## config.mk

```make
export PLATFORM = sky130hd
export DESIGN_NAME = instr_fetch_fsm
export DESIGN_NICKNAME = d
export VERILOG_FILES = /design/src/rtl/instr_fetch_fsm.sv
export SDC_FILE = /design/constraint.sdc
export NUM_CORES = 1
export LEC_CHECK = 0
export ABC_AREA = 1
export BUFFER_PORTS_ARGS = -buffer_cell sky130_fd_sc_hd__buf_4
export CAP_MARGIN = 20
export CORE_AREA = 2 2 78 80
export CTS_CLUSTER_SIZE = 40
export DETAILED_ROUTE_END_ITERATION = 7
export DIE_AREA = 0 0 80 82
export HOLD_SLACK_MARGIN = 0.06
export PLACE_DENSITY = 0.58
export SETUP_SLACK_MARGIN = 0.5
export SKIP_CTS_REPAIR_TIMING = 1
export SYNTH_ARGS = -nofsm -noshare
export SYNTH_HDL_FRONTEND = slang
export SYNTH_SLANG_ARGS = --single-unit
export TNS_END_PERCENT = 5
```

## constraint.sdc

```tcl
create_clock -name clk -period 2.12 [get_ports clk]
set_input_delay 0.424 -clock clk [delete_from_list [all_inputs] [get_ports clk]]
set_output_delay 0.424 -clock clk [all_outputs]
set_load 0.01 [all_outputs]
```

## src/rtl/instr_fetch_fsm.sv

```systemverilog
`default_nettype none
// ============================================================================
//  Module      : instr_fetch_fsm
//  Description : Instruction fetch/decode/dispatch controller. Fetches 16-bit
//                words from a latency-1 synchronous memory, decodes them, and
//                dispatches ALU ops to a downstream sequencer. A 4-bit
//                watchdog guards the wait for completion.
//  Revision    : 1.0 - initial release
// ============================================================================
module instr_fetch_fsm (
    input  logic        clk,
    input  logic        reset,
    input  logic        run_i,
    input  logic [15:0] mem_data_i,
    input  logic        alu_done_i,
    output logic [7:0]  mem_addr_o,
    output logic        mem_rd_o,
    output logic [3:0]  opcode_o,
    output logic [5:0]  ri_o,
    output logic [5:0]  rj_o,
    output logic        alu_start_o,
    output logic [7:0]  pc_o,
    output logic        halted_o,
    output logic        illegal_o,
    output logic        timeout_o
);

    typedef enum logic [2:0] {
        S_IDLE     = 3'd0,
        S_FETCH    = 3'd1,
        S_LOAD     = 3'd2,
        S_DECODE   = 3'd3,
        S_DISPATCH = 3'd4,
        S_WAIT     = 3'd5,
        S_INCR     = 3'd6,
        S_HALT     = 3'd7
    } state_t;

    localparam logic [1:0] CLS_ALU  = 2'd0;
    localparam logic [1:0] CLS_HALT = 2'd1;
    localparam logic [1:0] CLS_ILL  = 2'd2;
    localparam logic [5:0] REG_MAX  = 6'd4;
    localparam logic [3:0] WDOG_MAX = 4'hF;

    state_t      state_q;
    logic [15:0] ir_q;
    logic [7:0]  pc_q;
    logic [3:0]  wdog_q;
    logic        mem_rd_q;
    logic        alu_start_q;
    logic        illegal_q;
    logic        halted_q;
    logic        timeout_q;

    // Instruction class: ALU ops need opcode[3]=0 and both register indices
    // within 0..4; 4'hF halts; everything else is undecodable.
    function automatic logic [1:0] classify(input logic [15:0] w);
        if (w[15:12] == 4'hF)
            classify = CLS_HALT;
        else if (!w[15] && (w[11:6] <= REG_MAX) && (w[5:0] <= REG_MAX))
            classify = CLS_ALU;
        else
            classify = CLS_ILL;
    endfunction

    // Main controller: state, IR, pc, watchdog and all registered strobes.
    // Strobes are set on the transition into the state they belong to so
    // they are high exactly during that state. The illegal flag is computed
    // from the word being loaded so it coincides with the DECODE cycle.
    always_ff @(posedge clk or posedge reset) begin
        if (reset) begin
            state_q     <= S_IDLE;
            ir_q        <= 16'h0000;
            pc_q        <= 8'h00;
            wdog_q      <= 4'h0;
            mem_rd_q    <= 1'b0;
            alu_start_q <= 1'b0;
            illegal_q   <= 1'b0;
            halted_q    <= 1'b0;
            timeout_q   <= 1'b0;
        end else begin
            mem_rd_q    <= 1'b0;
            alu_start_q <= 1'b0;
            illegal_q   <= 1'b0;
            case (state_q)
                S_IDLE: begin
                    if (run_i) begin
                        state_q  <= S_FETCH;
                        mem_rd_q <= 1'b1;
                    end
                end
                S_FETCH: begin
                    state_q <= S_LOAD;
                end
                S_LOAD: begin
                    ir_q      <= mem_data_i;
                    illegal_q <= (classify(mem_data_i) == CLS_ILL);
                    state_q   <= S_DECODE;
                end
                S_DECODE: begin
                    case (classify(ir_q))
                        CLS_ALU: begin
                            state_q     <= S_DISPATCH;
                            alu_start_q <= 1'b1;
                        end
                        CLS_HALT: begin
                            state_q  <= S_HALT;
                            halted_q <= 1'b1;
                        end
                        default: begin
                            state_q <= S_INCR;
                        end
                    endcase
                end
                S_DISPATCH: begin
                    wdog_q  <= 4'h0;
                    state_q <= S_WAIT;
                end
                S_WAIT: begin
                    // Completion takes priority over a watchdog expiring in
                    // the same cycle.
                    if (alu_done_i) begin
                        state_q <= S_INCR;
                    end else if (wdog_q == WDOG_MAX) begin
                        timeout_q <= 1'b1;
                        halted_q  <= 1'b1;
                        state_q   <= S_HALT;
                    end else begin
                        wdog_q <= wdog_q + 4'd1;
                    end
                end
                S_INCR: begin
                    pc_q <= pc_q + 8'd1;
                    if (run_i) begin
                        state_q  <= S_FETCH;
                        mem_rd_q <= 1'b1;
                    end else begin
                        state_q <= S_IDLE;
                    end
                end
                S_HALT: begin
                    state_q <= S_HALT;
                end
                default: begin
                    state_q <= S_IDLE;
                end
            endcase
        end
    end

    assign mem_addr_o  = pc_q;
    assign mem_rd_o    = mem_rd_q;
    assign opcode_o    = ir_q[15:12];
    assign ri_o        = ir_q[11:6];
    assign rj_o        = ir_q[5:0];
    assign alu_start_o = alu_start_q;
    assign pc_o        = pc_q;
    assign halted_o    = halted_q;
    assign illegal_o   = illegal_q;
    assign timeout_o   = timeout_q;

endmodule
`default_nettype wire

```

==> impl_results.md <==
- DR pass1 iterations: 4
- Worst r2r path cells: 5
- Simple-Gate Fraction of Synth Area: 29.3%
- CP Capture Type: register
- Vias in the first global route: 1633
- CP Class: register to register
- PwrDens: 1280 nW/µm²
- CTS root buf: clkbuf_8
- Clock buffer depth: 2
- Hold Vio Cnt, Final: 0
- Die area: 6560 µm²
- Period minus WS final: 1.37 ns
- Core area: 5750 µm²
- Mean Syn Cell Area: 7.84 µm²
- H-tree depth: 2
- Final GP Congestion: 0.792
- CTS tree: yes
- HP Class: input pin to async pin
- Mapped Area: 1870 µm²
- FILL cells: 638
- Lkg Pwr: 1.31 nW
- Pins Over Slew Limit: 0
- Final Cycle Share: 64.6%
- Layout cell share with drive strength beyond 1: 26.6%
- Main combinational cell family by area after synthesis: simple AND/OR/NAND/NOR gates
- Mapped Cells: 238
- Mapped Nets: 260
- Antenna-violating nets left: 0
- RSZ-0062 raised after global routing: false
- Post-synthesis adder-cell area fraction: 1.34%
- Most common cell after layout, fill and taps aside: nand2_1
- GRT Overall Usage: 13.8%
- Setup violators final: 0
- Top Ports: 57
- Most frequent cells in the layout: nand2_1, buf_4, dfrtp_1
- Vias post-DR: 1609
- Total negative setup slack: 0 ns
- Slew of the pin with the lowest slew margin: 0.458 ns
- Wire per inst: 10.9 µm
- Worst path arrival time: 1.59 ns
- VDD IR max: 0.484 mV
- Max Clk Rate: 731 MHz
- Ys Warns: 0
- RR Endpoint: illegal_o$_DFF_PP0_
- Synth Area in Compound Gates: 6.77%
- Synth cell types: 22
- Worst Path Required: 2.34 ns
- Placed cells: 357
- Die X: 80 µm
- First-pass GRT wire length: 7130 µm
- Via density per instance: 4.41
- Final WL: 3970 µm
- Max Cap Viol: 0
- Area grow syn2layout: 29.0%
- Initial antenna violation count: 0
- Detailed placement HPWL: 2970 µm
- Outcome: completed
- Largest net degree at the start of global routing: 37
- Register area share after synthesis: 48.3%
- ANT cells: 0
- Synth Area in XOR/XNOR: 1.88%
- CTS sink count: 36
- CP Max Fanout: 31
- Site row count: 28
- CP startpoint kind: register
- Die H: 82 µm
- Port Buffer Count: 56
- FF+latch count, synth: 36
- Layout Nets: 311
- Hold Slack: 0.241 ns
- Starting Density: 32.5%
- Max Clock Skew: 0.00667 ns
- Mux share of post-synthesis cell area: 0%
- Worst slew margin: 69.4%
- GRT Residual Overflow: 0
- Worst-skew pair later-pin latency: 0.29 ns
- DRC violations left: 0
- DRT iter0 DRCs: 33
- Worst R2R Setup Slack: 0.75 ns
- Final Instance Count excl. Fillers: 365
- CTS Buf Count: 5
- Clock transition at path regs: 0.08 ns
[through the flow]
| step | cell area (µm²) | worst slack, ns | utilization (%) | power, mW |
|---|---|---|---|---|
| after floorplan | 1870 | 0.892 | - | 2.03 |
| after global placement | 2290 | 0.557 | 39.8 | 2.49 |
| after detailed placement | 2290 | 0.544 | 39.8 | 2.51 |
| after CTS | 2400 | 0.533 | 41.7 | 3.12 |
| after global routing | 2410 | 0.614 | 41.9 | 3.38 |
| final | 2410 | 0.751 | 41.9 | 3.08 |
[logic make-up (layout without fill, tap and decap cells)]
family | after synthesis | in the layout
DFF | 36 | 36
and+or+nand+nor | 124 | 124
xor gates and xnor gates | 4 | 4
AOI/OAI and AO/OA | 24 | 24
adders and majority gates | 2 | 2
buffers and inverters | 48 | 100
[Yosys cell counts]
cell / n / area [µm²]
inv_1: 32 / 120
xor2_1: 2 / 17.5
nand3_1: 15 / 75.1
nand3_2: 3 / 30.0
a21oi_2: 1 / 8.76
buf_6: 2 / 22.5
o21ai_0: 19 / 95.1
nor3b_1: 1 / 7.51
nand2_2: 3 / 18.8
buf_2: 2 / 10.0
nand3b_1: 4 / 30.0
nor2_1: 17 / 63.8
buf_4: 9 / 67.6
nor2_2: 2 / 12.5
dfrtp_1: 36 / 901
a21oi_1: 3 / 15.0
xnor2_1: 2 / 17.5
inv_2: 3 / 11.3
ha_1: 2 / 25.0
nand4_1: 5 / 31.3
nand2_1: 74 / 278
o21bai_1: 1 / 7.51
[per-layer routing]
metal	up-vias	GRT usage [%]	share of wire, %
met5	-	0	0
met4	0	4.58	1.5
met3	4	3.19	5.0
met2	38	23.3	46
met1	737	17.5	47
li1	830	-	-
[flip-flops by register name (all words and copies together), names as in the netlist, named ones only]
register     count
timeout_o        1
ir_q            16
illegal_o        1
mem_addr_o       8
wdog_q           4
mem_rd_o         1
alu_start_o      1
state_q          2
halted_o         1
[power by group]
| part | switching [mW] | internal, mW | total, mW |
|---|---|---|---|
| clock | 0.248 | 0.348 | 0.596 |
| combinational | 0.684 | 0.580 | 1.26 |
| sequential | 0.284 | 0.940 | 1.22 |
[worst max-delay path: stages (launching register included)]
cell and delay, ns:
dfrtp_1 0.50, inv_2 0.15, nand3_4 0.24, inv_1 0.19
o21ai_0 0.10, a21oi_1 0.11
[how the worst max path moves through the flow]
stage | end | slack [ns] | depth (start not counted)
after floorplan | async pin | 0.89 | 1
after global placement | illegal_o$_DFF_PP0_ | 0.56 | 5
after detailed placement | illegal_o$_DFF_PP0_ | 0.54 | 5
after CTS | illegal_o$_DFF_PP0_ | 0.53 | 5
after global routing | illegal_o$_DFF_PP0_ | 0.61 | 5
final | illegal_o$_DFF_PP0_ | 0.75 | 5
[layout make-up]
type	count	area (µm²)	area share [%]
Timing Repair Buffer	57	428	17.8
Multi-Input combinational cell	154	741	30.8
Sequential cell	36	901	37.4
Tap cell	75	93.8	3.90
Inverter	35	131	5.46
Clock buffer	5	68.8	2.86
Clock inverter	3	42.5	1.77
(Power assumes the default switching activity.)
